## src/rtl/pipeline_ctrl.sv

```systemverilog
// Hazard and sequencing controller for the 4-stage F/D/E/W pipeline.
// Drives the fd/de/ew stage register update codes and the PC write enable,
// resolving load-use stalls, multi-cycle execute occupancy, E-stage redirects
// and the stop instruction. Also keeps a saturating stall-cycle counter.
//
// Update code handshake: each stage register samples its *_update code on
// every rising clk edge. 00 holds the current contents, 01 loads from the
// upstream stage, and 10 loads a bubble. 11 is never driven.
module pipeline_ctrl #(
    parameter int WAIT_W  = 5,
    parameter int STALL_W = 32
) (
    input  logic               clk,
    input  logic               rst,
    input  logic [6:0]         d_rs,
    input  logic [6:0]         d_rt,
    input  logic               d_use_rs,
    input  logic               d_use_rt,
    input  logic [1:0]         de_rw,
    input  logic [5:0]         de_rd,
    input  logic               de_load,
    input  logic [WAIT_W-1:0]  de_wait_time,
    input  logic               de_stop,
    input  logic               e_redirect,
    input  logic               resume,
    output logic [1:0]         fd_update,
    output logic [1:0]         de_update,
    output logic [1:0]         ew_update,
    output logic               pc_we,
    output logic               halted,
    output logic [STALL_W-1:0] stall_cycles
);

    typedef enum logic [1:0] {
        RUN   = 2'd0,
        MULTI = 2'd1,
        HALT  = 2'd2
    } state_t;

    localparam logic [1:0] UPD_HOLD  = 2'b00;
    localparam logic [1:0] UPD_ADV   = 2'b01;
    localparam logic [1:0] UPD_FLUSH = 2'b10;

    state_t            state;
    state_t            state_next;
    logic [WAIT_W-1:0] cnt;
    logic [WAIT_W-1:0] cnt_next;
    logic              rs_match;
    logic              rt_match;
    logic              load_use;
    logic              apply_rules;

    // Same register-match rule as the forwarding unit: a real write
    // (de_rw != 0) into the same bank and index that D reads.
    assign rs_match = d_use_rs && (de_rw != 2'b00) &&
                      (de_rw[1] == d_rs[6]) && (de_rd == d_rs[5:0]);
    assign rt_match = d_use_rt && (de_rw != 2'b00) &&
                      (de_rw[1] == d_rt[6]) && (de_rd == d_rt[5:0]);
    assign load_use = de_load && (rs_match || rt_match);

    // Next state, counter and update codes; reset forces all stages to bubble.
    always_comb begin
        state_next  = state;
        cnt_next    = cnt;
        fd_update   = UPD_ADV;
        de_update   = UPD_ADV;
        ew_update   = UPD_ADV;
        pc_we       = 1'b1;
        apply_rules = 1'b0;

        case (state)
            RUN: begin
                if (de_wait_time != '0) begin
                    // Entry into a multi-cycle op defers redirect/stop/load-use
                    // to the release cycle; the E instruction stays in de.
                    fd_update  = UPD_HOLD;
                    de_update  = UPD_HOLD;
                    ew_update  = UPD_FLUSH;
                    pc_we      = 1'b0;
                    cnt_next   = de_wait_time;
                    state_next = MULTI;
                end else begin
                    apply_rules = 1'b1;
                end
            end
            MULTI: begin
                if (cnt > WAIT_W'(1)) begin
                    fd_update = UPD_HOLD;
                    de_update = UPD_HOLD;
                    ew_update = UPD_FLUSH;
                    pc_we     = 1'b0;
                    cnt_next  = cnt - WAIT_W'(1);
                end else begin
                    // Release: behave like RUN with the wait time ignored.
                    apply_rules = 1'b1;
                    cnt_next    = '0;
                    state_next  = RUN;
                end
            end
            HALT: begin
                fd_update = UPD_HOLD;
                de_update = UPD_HOLD;
                ew_update = UPD_FLUSH;
                pc_we     = 1'b0;
                if (resume) begin
                    state_next = RUN;
                end
            end
            default: begin
                state_next = RUN;
                cnt_next   = '0;
            end
        endcase

        if (apply_rules) begin
            if (de_stop) begin
                // Stop retires to W; fd keeps the next instruction for resume.
                fd_update  = UPD_HOLD;
                de_update  = UPD_FLUSH;
                ew_update  = UPD_ADV;
                pc_we      = 1'b0;
                state_next = HALT;
            end else if (e_redirect) begin
                // Redirect wins over load-use: the D instruction is squashed.
                fd_update = UPD_FLUSH;
                de_update = UPD_FLUSH;
                ew_update = UPD_ADV;
                pc_we     = 1'b1;
            end else if (load_use) begin
                fd_update = UPD_HOLD;
                de_update = UPD_FLUSH;
                ew_update = UPD_ADV;
                pc_we     = 1'b0;
            end
        end

        if (rst) begin
            fd_update  = UPD_FLUSH;
            de_update  = UPD_FLUSH;
            ew_update  = UPD_FLUSH;
            pc_we      = 1'b0;
            state_next = RUN;
            cnt_next   = '0;
        end
    end

    assign halted = (state == HALT) && !rst;

    // State and occupancy counter registers.
    always_ff @(posedge clk or posedge rst) begin
        if (rst) begin
            state <= RUN;
            cnt   <= '0;
        end else begin
            state <= state_next;
            cnt   <= cnt_next;
        end
    end

    // Saturating count of cycles where the PC did not advance outside HALT.
    always_ff @(posedge clk or posedge rst) begin
        if (rst) begin
            stall_cycles <= '0;
        end else if (!pc_we && (state != HALT) && (stall_cycles != '1)) begin
            stall_cycles <= stall_cycles + STALL_W'(1);
        end
    end

endmodule

```

## config.mk

```make
export PLATFORM = sky130hd
export DESIGN_NAME = pipeline_ctrl
export DESIGN_NICKNAME = d
export VERILOG_FILES = /design/src/rtl/pipeline_ctrl.sv
export SDC_FILE = /design/constraint.sdc
export NUM_CORES = 1
export LEC_CHECK = 0
export CAP_MARGIN = 40
export CELL_PAD_IN_SITES_DETAIL_PLACEMENT = 1
export CELL_PAD_IN_SITES_GLOBAL_PLACEMENT = 1
export CORE_ASPECT_RATIO = 0.7
export CORE_MARGIN = 3
export CORE_UTILIZATION = 53
export CTS_BUF_LIST = sky130_fd_sc_hd__clkbuf_8
export CTS_CLUSTER_SIZE = 30
export DETAILED_ROUTE_END_ITERATION = 8
export DONT_BUFFER_PORTS = 1
export PLACE_DENSITY = 0.93
export RECOVER_POWER = 25
export SLEW_MARGIN = 20
export SYNTH_ARGS = -nofsm -noshare
export SYNTH_HDL_FRONTEND = slang
export SYNTH_SLANG_ARGS = --single-unit
```

## constraint.sdc

```tcl
create_clock -name clk -period 4 [get_ports clk]
set_input_delay 0.6 -clock clk [delete_from_list [all_inputs] [get_ports clk]]
set_output_delay 0.6 -clock clk [all_outputs]
set_load 0.03 [all_outputs]
```

# ---- Word-level counts from Yosys, hierarchy flattened
# Cells that the tools add are included.
dict set report op_classes {
  eq_ne 10
  muxes 41
  n_lt_le_gt_ge 1
  n_addsub 2
  n_reduce_logical 17
}
# op count
set ops {}
lappend ops {{$mux 2} 23}
lappend ops {{$add 32x1->32 const B} 1}
lappend ops {{$ne 32x32->1 const B} 1}
lappend ops {{$mux 5} 3}
lappend ops {{$pmux 5 s3} 1}
lappend ops {{$eq 6x6->1} 2}
lappend ops {{$pmux 2 s3} 2}
lappend ops {{$logic_and 1x1->1} 10}
lappend ops {{$mux 1} 9}
lappend ops {{$pmux 1 s3} 2}
lappend ops {{$gt 5x1->1 const B} 1}
lappend ops {{$reduce_bool 5->1} 1}
lappend ops {{$sub 5x1->5 const B} 1}
lappend ops {{$ne 2x2->1 const B} 2}
lappend ops {{$ne 3x3->1 const B} 1}
lappend ops {{$eq 1x1->1} 2}
lappend ops {{$eq 2x1->1 const B} 1}
lappend ops {{$eq 2x2->1 const B} 1}
lappend ops {{$logic_not 1->1} 2}
lappend ops {{$logic_not 2->1} 1}
lappend ops {{$pmux 1 s2} 1}
lappend ops {{$reduce_and 2->1} 1}
lappend ops {{$reduce_bool 2->1} 1}
lappend ops {{$logic_or 1x1->1} 1}
dict set report totals {
  regBits 39
  input_bits 35
}

# ---- Longest topological paths before layout
dict set report depth {
  word_depth 14
  ltp_mapped 9
  ltp_nobuf 8
}

# ---- Worst setup path before layout
# No wires, ideal clock.
dict set report synth_timing {
  path_type {in2out}
  startpoint {input rst}
  endpoint {output fd_update[0]}
  path_slack_ns 0.399
  t_required_ns 3.400
  arrival_ns 3.001
  path_stages 5
  path_cell_list {clkbuf_1 inv_1 nand2_1 nor2_1 buf_4}
}
dict set report synth_between {
  elab_chain_len 1
}
# item line
set synth_rtl {}
lappend synth_rtl {{start: declaration} 14} ;# input logic rst,
lappend synth_rtl {{$mux 2} 137} ;# if (rst) begin
lappend synth_rtl {{end: declaration} 26} ;# output logic [1:0] fd_update,
# No other way between the ends.

# ---- Worst setup path after layout
dict set report layout_timing {
  startpoint {register stall_cycles[7]}
  endpoint {register stall_cycles[1]}
}
dict set report layout_between {
  elab_chain_len 2
}
# item line
set layout_rtl {}
lappend layout_rtl {{start: declaration} 31} ;# output logic [STALL_W-1:0] stall_cycles
lappend layout_rtl {{start signal: assignment} 165} ;# stall_cycles <= stall_cycles + STALL_W'(1);
lappend layout_rtl {{$ne 32x32->1} 164} ;# end else if (!pc_we && (state != HALT) && (stall_cycles != '1)) begin
lappend layout_rtl {{$logic_and 1x1->1} 164}
# No other way between the ends.
# A chain may end at the register's enable or synchronous reset.

==> flow_metrics.env <==
export IMPL_fillerInstances=511
export IMPL_drv_slew=0
export IMPL_report_final_hold_viol_count=0
export IMPL_top_fanout_value_on_the_critical_path=31
export IMPL_yosysUniqueCellTypes=41
export IMPL_final_design_area_no_fill_um2=2684
export IMPL_grt_pass1_wl_mm=11.74
export IMPL_detailed_place_area_um2=2599
export IMPL_fmax_mhz=324.8
export IMPL_fin_worst_hold_slack_ps=328.2
export IMPL_post_synth_top_area_cell="dfrtp_1"
export IMPL_sequential_cell_area_um2=975.9
export IMPL_diodes=0
export IMPL_placed_cells=320
export IMPL_ctsHtreeMaxLevel=2
export IMPL_routabilityCongestion=0.7632
export IMPL_worst_slew_margin_rel_pct=46.39
export IMPL_cts_root_buf="clkbuf_8"
export IMPL_ys_ff_latch=39
export IMPL_final_antenna_net_count=0
export IMPL_met3_length_um=570
export IMPL_multi_input_area_um2=1494
export IMPL_drv_max_cap_violation_count=0
export IMPL_first_global_vias=2273
export IMPL_floorplan_core_area_um2=4504
export IMPL_max_stage_delay_ps=690
export IMPL_grt_start_max_net_pins=42
export IMPL_worst_skew_pair_latency_ps=290
export IMPL_highest_layer="met4"
export IMPL_post_route_cells_drive_above_1_share_pct=16.12
export IMPL_ctsResizeCount=0
export IMPL_synth_area_um2=2584
export IMPL_io_pins=75
export IMPL_gr_usage_all_layers_pct=26.41
export IMPL_routed_vias=2068
export IMPL_status="completed"
export IMPL_pwr_density_cell_nw_per_um2=426.9
export IMPL_clock_sink_count=39
export IMPL_cp_data_required_time_ps=4180
export IMPL_detail_route_first_pass_iterations=4
export IMPL_critPathLaunchType="register"
export IMPL_timing_setup_tns_ps=0
export IMPL_final_min_clock_period_ps=3078
export IMPL_detailed_route_wl_mm=6.850
export IMPL_cts_bufs_inserted=5
export IMPL_clock_tree_from_tritoncts="built"
export IMPL_grt_antenna_before_repair=0
export IMPL_power_leakage_nw=0.9832
export IMPL_initial_core_util_pct=57.36
export IMPL_drc=0
export IMPL_floorplan_die_height_um=64.42
export IMPL_drtIter0Drc=179
export IMPL_portBuffers=0
export IMPL_die_wd_um=89.45
export IMPL_synth_seq_area_share_pct=37.77
export IMPL_globalRoute_totalOverflow=0
export IMPL_worst_endpoint_arrival_ps=3260
export IMPL_clkTransAtPathRegs_ps=80
export IMPL_synth_largest_type_area_fraction_pct=37.77
export IMPL_nNetsFinal=310
export IMPL_path_class="register to register"
export IMPL_synth_fp_nets=313
export IMPL_cts_post_setup_buffers_inserted=0
export IMPL_post_layout_nonfiller_instances=328
export IMPL_final_min_period_over_clock_period_pct=76.96
export IMPL_fin_worst_skew_ps=7.437
export IMPL_maximum_resistive_drop_on_vdd_uv=185.6
export IMPL_critical_path_s_most_frequent_cell="nand3_1"
export IMPL_placement_rows=20
export IMPL_clock_path_buffers=2
export IMPL_syn_inst=275
export IMPL_routed_via_density=6.305
export IMPL_area_growth_synth_to_finish_pct=3.874
export IMPL_rr_startpoint="stall_cycles[7]$_DFFE_PP0P_"
export IMPL_cp_slowest_cell="or4_4"
export IMPL_worstSetupEndpointType="register"
export IMPL_yosys_top_cells_area="dfrtp_1 38%, xnor2_1 15%, nand3_2 7.7%"
export IMPL_setup_repair_after_global_routing_missed_its_margin="no"
export IMPL_holdCritPathClass="input pin to asynchronous set/reset pin"
export IMPL_path_cells="and3_1, nand3_1, or4_4, nor3_1, nand3_1, buf_4, nand3_2, mux2_1"
export IMPL_avgRoutedWirePerCell_um=20.88
export IMPL_postSynthAreaPerCell_um2=9.395
export IMPL_met1Wirelength_mm=3.002
export IMPL_holdBufCountCts=0
export IMPL_timing_critical_path_buf_inv=1
export IMPL_die_area_um2=5762
export IMPL_startpoint="stall_cycles[7]$_DFFE_PP0P_"
export IMPL_max_slew_worst_pin_slew_ps=804.2
export IMPL_report_power_total_mw=1.146
export IMPL_hpwl_mm=5.087
export IMPL_synthesis_warning_total=0
export IMPL_met2_length_mm=3.180
export IMPL_path_delay_family="simple AND/OR/NAND/NOR gates"
export IMPL_setup_violations_final=0
==> layout make-up <==
type	count	share of cell area (%)
flip-flops and latches	39	36.36
inverters	6	0.8392
well taps	55	2.564
repair buffers	5	1.399
clock inverters	3	0.6061
multi-input cells	215	55.66
clock buffers	5	2.564
==> worst reg2reg max path, cell delays in order, from the launching register on <==
cell and delay, ps:
dfrtp_1 590, and3_1 300, nand3_1 190, or4_4 690, nor3_1 270, nand3_1 110
buf_4 310, nand3_2 170, mux2_1 340
==> metrics by stage <==
stage / utilization [%] / setup slack [ps]
after floorplan: - / 398.6
after global routing: 59.58 / 825.3
after CTS: 59.58 / 937.5
after detailed placement: 57.69 / 960.8
after global placement: 57.69 / 1039
final: 59.58 / 921.5
==> flip-flops by register name, summed over array words and instances (netlist names) <==
signal        cells
cnt               5
stall_cycles     32
state             2
==> routing by layer <==
layer	global-route usage, %	vias up
li1	-	948
met1	36.94	1018
met2	39.25	89
met3	7.751	13
met5	0	-
met4	8.364	0
==> Yosys cell counts (all sizes together) <==
library cell,count
xnor2,43
dfrtp,39
nor2,31
nand3,29
nand2,22
nor3,16
nand4,14
a21oi,9
buf,9
nor4,7
clkbuf,6
inv,6
and3,5
mux2i,4
o21ai,4
xor2,4
ha,3
nand2b,3
nand3b,2
nor2b,2
o211ai,2
or3,2
or4,2
a211oi,1
a21o,1
a31oi,1
and2,1
mux2,1
nand4b,1
nor3b,1
nor4b,1
o21a,1
o31ai,1
or2,1
==> layout by cell type, fill, tap and decap left out, drive strengths merged, types with 2 or more instances in the layout <==
cell type,count
dfrtp,39
nand4,14
or4,2
o211ai,2
nand3,29
a21oi,9
nand2,22
buf,5
nor4,7
nand3b,2
o21ai,4
nor2,31
and3,5
ha,3
or3,2
xnor2,43
inv,7
mux2i,4
clkbuf,5
nand2b,3
nor2b,2
xor2,4
nor3,16
==> cells by family (layout without fill, tap and decap cells) <==
| kind of cell | after synthesis | in the layout | synth area share, % |
|---|---|---|---|
| buffers and inverters | 21 | 19 | 4.406 |
| adders and majority gates | 3 | 3 | 1.453 |
| and+or+nand+nor | 140 | 140 | 32.83 |
| DFF | 39 | 39 | 37.77 |
| AOI/OAI and AO/OA | 20 | 20 | 5.617 |
| muxes | 5 | 5 | 1.986 |
| xor gates and xnor gates | 47 | 47 | 15.93 |
==> path summary, 6_finish.rpt <==
kind	end	slack, ps	cells after the start
worst max register to register	stall_cycles[1]$_DFFE_PP0P_	920	8
worst min-delay path	state[0]$_DFF_PP0_	330	2
max in group asynchronous	stall_cycles[26]$_DFFE_PP0P_	3310	2
worst max-delay path	stall_cycles[1]$_DFFE_PP0P_	920	8
min in group clk	cnt[0]$_DFFE_PP0P_	360	1
worst min register to register	cnt[1]$_DFFE_PP0P_	610	2
==> where the power goes <==
part | switching, mW | internal (mW)
combinational | 0.160 | 0.124
sequential | 0.159 | 0.442
clock | 0.142 | 0.119
Note: power is estimated with default switching activity, not from simulation.
